--- src/rtl/inst_prefetch_buf.sv ---
`default_nettype none
// ============================================================================
// Module      : inst_prefetch_buf
// Description : Sequential instruction prefetch queue between the core fetch
//               port and a combinational instruction ROM. Consecutive words
//               are prefetched into a small FIFO and the head is delivered on
//               an address hit. Any mismatch flushes and re-steers the queue.
//               Optional feature macro: PREFETCH_STATS_EN (hit/miss counters).
// Revision    : 1.0 - initial release
// ============================================================================
module inst_prefetch_buf #(
    parameter int DEPTH  = 4,
    parameter int ADDR_W = 32,
    parameter int DATA_W = 32
) (
    input  logic              clk,
    input  logic              rst,
    input  logic              req_ce_i,
    input  logic [ADDR_W-1:0] req_addr_i,
    output logic [DATA_W-1:0] inst_o,
    output logic              inst_valid_o,
    output logic              stall_o,
    output logic              rom_ce_o,
    output logic [ADDR_W-1:0] rom_addr_o,
    input  logic [DATA_W-1:0] rom_data_i,
    output logic [31:0]       hit_cnt_o,
    output logic [31:0]       miss_cnt_o
);

    localparam int PTR_W = $clog2(DEPTH);
    localparam logic [ADDR_W-1:0] WORD_STEP = ADDR_W'(4);
    localparam logic [PTR_W:0]    FULL_CNT  = (PTR_W+1)'(DEPTH);

    typedef enum logic [0:0] {
        IDLE = 1'b0,
        RUN  = 1'b1
    } state_t;

    state_t state, state_nxt;

    logic [ADDR_W-1:0] addr_mem [DEPTH];
    logic [DATA_W-1:0] data_mem [DEPTH];
    logic [PTR_W-1:0]  rd_ptr, wr_ptr;
    logic [PTR_W:0]    count;
    logic [ADDR_W-1:0] pf_addr;

    logic full, hit, miss, push_pf;

    assign full = (count == FULL_CNT);

    // Hits come only from registered entries; rst gating forces all outputs
    // low while reset is asserted even if the core keeps requesting.
    // Misaligned addresses never hit, so they always take the miss path.
    assign hit = rst & req_ce_i & (count != '0) &
                 (addr_mem[rd_ptr] == req_addr_i) & (req_addr_i[1:0] == 2'b00);
    assign miss    = rst & req_ce_i & ~hit;
    assign push_pf = rst & ~miss & (state == RUN) & (~full | hit);

    assign inst_o       = hit ? data_mem[rd_ptr] : '0;
    assign inst_valid_o = hit;
    assign stall_o      = miss;
    assign rom_ce_o     = miss | push_pf;
    assign rom_addr_o   = miss ? req_addr_i : pf_addr;

    // Next-state: sleep once full with no demand, wake on a free slot or request.
    always_comb begin
        state_nxt = state;
        case (state)
            IDLE:    if (~full | req_ce_i) state_nxt = RUN;
            RUN:     if (full & ~req_ce_i) state_nxt = IDLE;
            default: state_nxt = IDLE;
        endcase
    end

    // State register.
    always_ff @(posedge clk or negedge rst) begin
        if (!rst) state <= IDLE;
        else      state <= state_nxt;
    end

    // Queue bookkeeping: a miss flushes and restarts at the requested PC,
    // otherwise pop on hit and push on prefetch independently.
    always_ff @(posedge clk or negedge rst) begin
        if (!rst) begin
            rd_ptr  <= '0;
            wr_ptr  <= '0;
            count   <= '0;
            pf_addr <= '0;
        end else if (miss) begin
            rd_ptr  <= wr_ptr;
            wr_ptr  <= wr_ptr + 1'b1;
            count   <= (PTR_W+1)'(1);
            pf_addr <= req_addr_i + WORD_STEP;
        end else begin
            if (hit)     rd_ptr <= rd_ptr + 1'b1;
            if (push_pf) begin
                wr_ptr  <= wr_ptr + 1'b1;
                pf_addr <= pf_addr + WORD_STEP;
            end
            count <= count + (PTR_W+1)'(push_pf) - (PTR_W+1)'(hit);
        end
    end

    // Entry storage; validity is tracked by count, so no reset is needed here.
    always_ff @(posedge clk) begin
        if (rom_ce_o) begin
            addr_mem[wr_ptr] <= rom_addr_o;
            data_mem[wr_ptr] <= rom_data_i;
        end
    end

`ifdef PREFETCH_STATS_EN
    logic [31:0] hit_cnt, miss_cnt;

    // Saturating hit/miss statistics.
    always_ff @(posedge clk or negedge rst) begin
        if (!rst) begin
            hit_cnt  <= '0;
            miss_cnt <= '0;
        end else begin
            if (hit  && (hit_cnt  != '1)) hit_cnt  <= hit_cnt  + 32'd1;
            if (miss && (miss_cnt != '1)) miss_cnt <= miss_cnt + 32'd1;
        end
    end

    assign hit_cnt_o  = hit_cnt;
    assign miss_cnt_o = miss_cnt;
`else
    assign hit_cnt_o  = '0;
    assign miss_cnt_o = '0;
`endif

endmodule
`default_nettype wire

--- config.mk ---
export PLATFORM = sky130hd
export DESIGN_NAME = inst_prefetch_buf
export DESIGN_NICKNAME = d
export VERILOG_FILES = /design/src/rtl/inst_prefetch_buf.sv
export SDC_FILE = /design/constraint.sdc
export NUM_CORES = 1
export LEC_CHECK = 0
export BUFFER_PORTS_ARGS = -buffer_cell sky130_fd_sc_hd__clkbuf_2
export CORE_MARGIN = 1
export CORE_UTILIZATION = 35
export DETAILED_ROUTE_END_ITERATION = 8
export GPL_ROUTABILITY_DRIVEN = 0
export PLACE_DENSITY_LB_ADDON = 0.12
export SYNTH_ARGS = -nofsm -noshare
export SYNTH_HDL_FRONTEND = slang
export SYNTH_SLANG_ARGS = --single-unit
--- constraint.sdc ---
create_clock -name clk -period 4.9 [get_ports clk]
set_input_delay 0.245 -clock clk [delete_from_list [all_inputs] [get_ports clk]]
set_output_delay 0.245 -clock clk [all_outputs]
set_load 0.02 [all_outputs]
==> flow_summary_export.csv <==
group,metric,value,unit
cts,insertion_delay,0.55,ns
hold_path,hold_path.class,"input pin to flop",
power_and_ir_drop,p_leak,5.90,nW
drt,wl_per_cell,21.1,µm
cts,numCtsBuffers,35,
floorplan,fp.dieH,199,µm
outcome,run_status,"completed",
critical_path,critPathSlowestCell,"dfrtp_4",
cts,numClockSinks,296,
synthesis,synth_top_cell_area_share,56.7,%
power_and_ir_drop,p_per_area,518,nW/µm²
timing,max_freq,216,MHz
timing,clock_skew,0.0230,ns
drt,drc,0,
global_route,grt_max_degree,47,
flow_run,max_cap_viol_count,0,
floorplan,initial_core_util,35.8,%
global_route,grt_pass1_wl,50200,µm
critical_path,critPathMaxFanout,19,
timing,final_hold_viol_count,0,
placement,dp_cells,1489,
floorplan,core.rowCount,71,
timing,slew_headroom,55.0,%
floorplan,dieArea,39600,µm²
synthesis,syn_inst,860,
drt,wl,33500,µm
timing,tns,0,ns
critical_path,critical_path.cell_chain,"buf_6 -> mux4_2 -> xnor2_1 -> nand4_1 -> nor2_1 -> nand4_4 -> nand3_4 -> mux2_2 -> ha_1 -> inv_1 -> nor4_2 -> and3_1 -> nand3_1 -> nor2_1 -> nand3_1 -> mux2i_1 -> xor2_1 -> mux2_4",
global_route,grt_usage,17.5,%
cts,clk_pin_slew,0.06,ns
placement,place_ws,0.107,ns
floorplan,dieWidth,199,µm
finish,design_area,16200,µm²
drt,routed_via_density,4.84,
timing,finalCritPeriodShare,94.3,%
finish,drive_gt1_share,29.6,%
synthesis,ys_seq_area_share,64.0,%
global_route,antenna_found_initial,1,
drt,dr.pass1.iters,5,
global_route,grt_overflow,0,
timing,setup_violations,0,
floorplan,num_io_pins,198,
timing,post-route-min-period,4.62,ns
placement,port_buffers,133,
finish,final_util,42.8,%
critical_path,arrival,5.05,ns
placement,dpl.hpwl,21800,µm
critical_path,end_kind,"flop",
finish,final_cells,1586,
floorplan,core_area,37900,µm²
synthesis,synth_warnings,0,
power_and_ir_drop,peakVddDrop,0.281,mV
critical_path,worstPathRequired,5.33,ns
critical_path,critical_path.top_delay_family,"simple AND/OR/NAND/NOR gates",
synthesis,ys_ff_latch,296,
global_route,grt_pass1_vias,7950,
critical_path,startpoint_type,"flop",
timing,rsz0062_at_grt,"false",
synthesis,synth_area_leaders,"edfxtp_1 57%, mux4_2 10%, dfrtp_1 7.4%",
cts,htreeDepth,2,
critical_path,path_class,"flop to flop",
synthesis,synthArstFlopShare,13.5,%
synthesis,synth_edf_count,256,
critical_path,critPathBufInv,2,
timing,holdWs,0.0365,ns
cts,cts-root-buf,"clkbuf_16",
synthesis,synth_commonest_cells,"256 x edfxtp_1, 69 x buf_4, 60 x mux4_2",
power_and_ir_drop,finalPower,8.41,mW
synthesis,synth-main-ff-cell,"edfxtp_1",
drt,vias,7673,
finish,nNetsFinal,1123,
timing,worst_pin_slew,0.670,ns
finish,syn2layout_area_growth,19.6,%
timing,finalMaxSlewViolations,0,
synthesis,avgSynthCellArea,15.8,µm²
critical_path,cpPeakStageDelay,0.64,ns
synthesis,yosysTopAreaCell,"edfxtp_1",
synthesis,yosysMostFrequentCell,"edfxtp_1",
placement,dpl_cell_area,14700,µm²
finish,n_antenna_cell,0,
synthesis,synth_area,13600,µm²
drt,drtAntennaViolNets,0,
cts,cts_max_path_buffers,3,
timing,setup_ws,0.279,ns
drt,drt-initial-drc-count,379,
cts,cts_tree,"yes",
synthesis,synthDistinctLibCells,55,
==> cells by family after synthesis <==
| kind of cell | share of synthesized area (%) |
|---|---|
| flip-flops | 64.0 |
| AND/OR/NAND/NOR | 8.23 |
| multiplexers | 15.1 |
| buffers and inverters | 5.44 |
| XOR/XNOR | 4.32 |
| AO/OA/AOI/OAI | 2.06 |
| adder cells (fa/ha/maj) | 0.793 |
| other | 0.0276 |
==> worst paths after layout <==
kind                          startpoint     endpoint  slack, ns  cells after the start
min reg2reg                  pf_addr[22]  pf_addr[22]       0.51                      2
max in group asynchronous            rst    rd_ptr[0]       3.80                      4
min                        req_addr_i[0]   pf_addr[0]       0.04                      2
max                            rd_ptr[1]  pf_addr[24]       0.28                     18
max reg2reg                    rd_ptr[1]  pf_addr[24]       0.28                     18
min in group asynchronous            rst  pf_addr[12]       0.25                      3
==> sequential cells by signal, indices dropped and copies added (netlist names) <==
name / cells
state: 1
wr_ptr: 2
addr_mem: 128
rd_ptr: 2
pf_addr: 32
data_mem: 128
count: 3
==> layout make-up <==
class                   instances  area [µm²]
clock buffers                  44         941
clock inverters                20         246
fillers                      3495       21700
inverters                      13        51.3
multi-input cells             512        4390
flip-flops and latches        296        8700
well taps                     511         639
repair buffers                190        1250
==> routing by layer <==
layer	vias up	part of all wire [%]	GRT usage, %
met5	-	0.030	0
met4	2	1.9	5.56
met3	47	6.1	4.32
met2	218	48	28.0
met1	3893	44	23.3
li1	3513	-	-
==> layout by cell type (no fill, tap or decap), drive strengths merged, types with 14 or more instances in the layout <==
cell | netlist | layout
nor2 | 38 | 38
edfxtp | 256 | 256
mux2i | 22 | 22
nor2b | 34 | 34
mux2 | 41 | 41
mux4 | 60 | 60
nand4 | 19 | 19
inv | 13 | 15
buf | 87 | 24
nand2 | 46 | 46
dfrtp | 40 | 40
dlygate4sd3 | 0 | 33
nand3 | 21 | 21
conb | 1 | 64
clkbuf | 15 | 177
xor2 | 22 | 22
o21ai | 14 | 14
xnor2 | 45 | 45
nor3 | 14 | 14
==> timing repair <==
| item | CTS | global route |
|---|---|---|
| hold endpoints to repair | 131 | 0 |
| setup buffers | 0 | 0 |
| hold buffers | 33 | 0 |
| endpoints found under the setup margin | 0 | 6 |
| gates resized for setup | 0 | 2 |
==> report_power, final <==
group	switching, mW	internal, mW	leakage (nW)
sequential	0.233	3.37	2.81
clock	1.04	1.64	0.575
combinational	1.20	0.921	2.52
(Power assumes the default switching activity.)
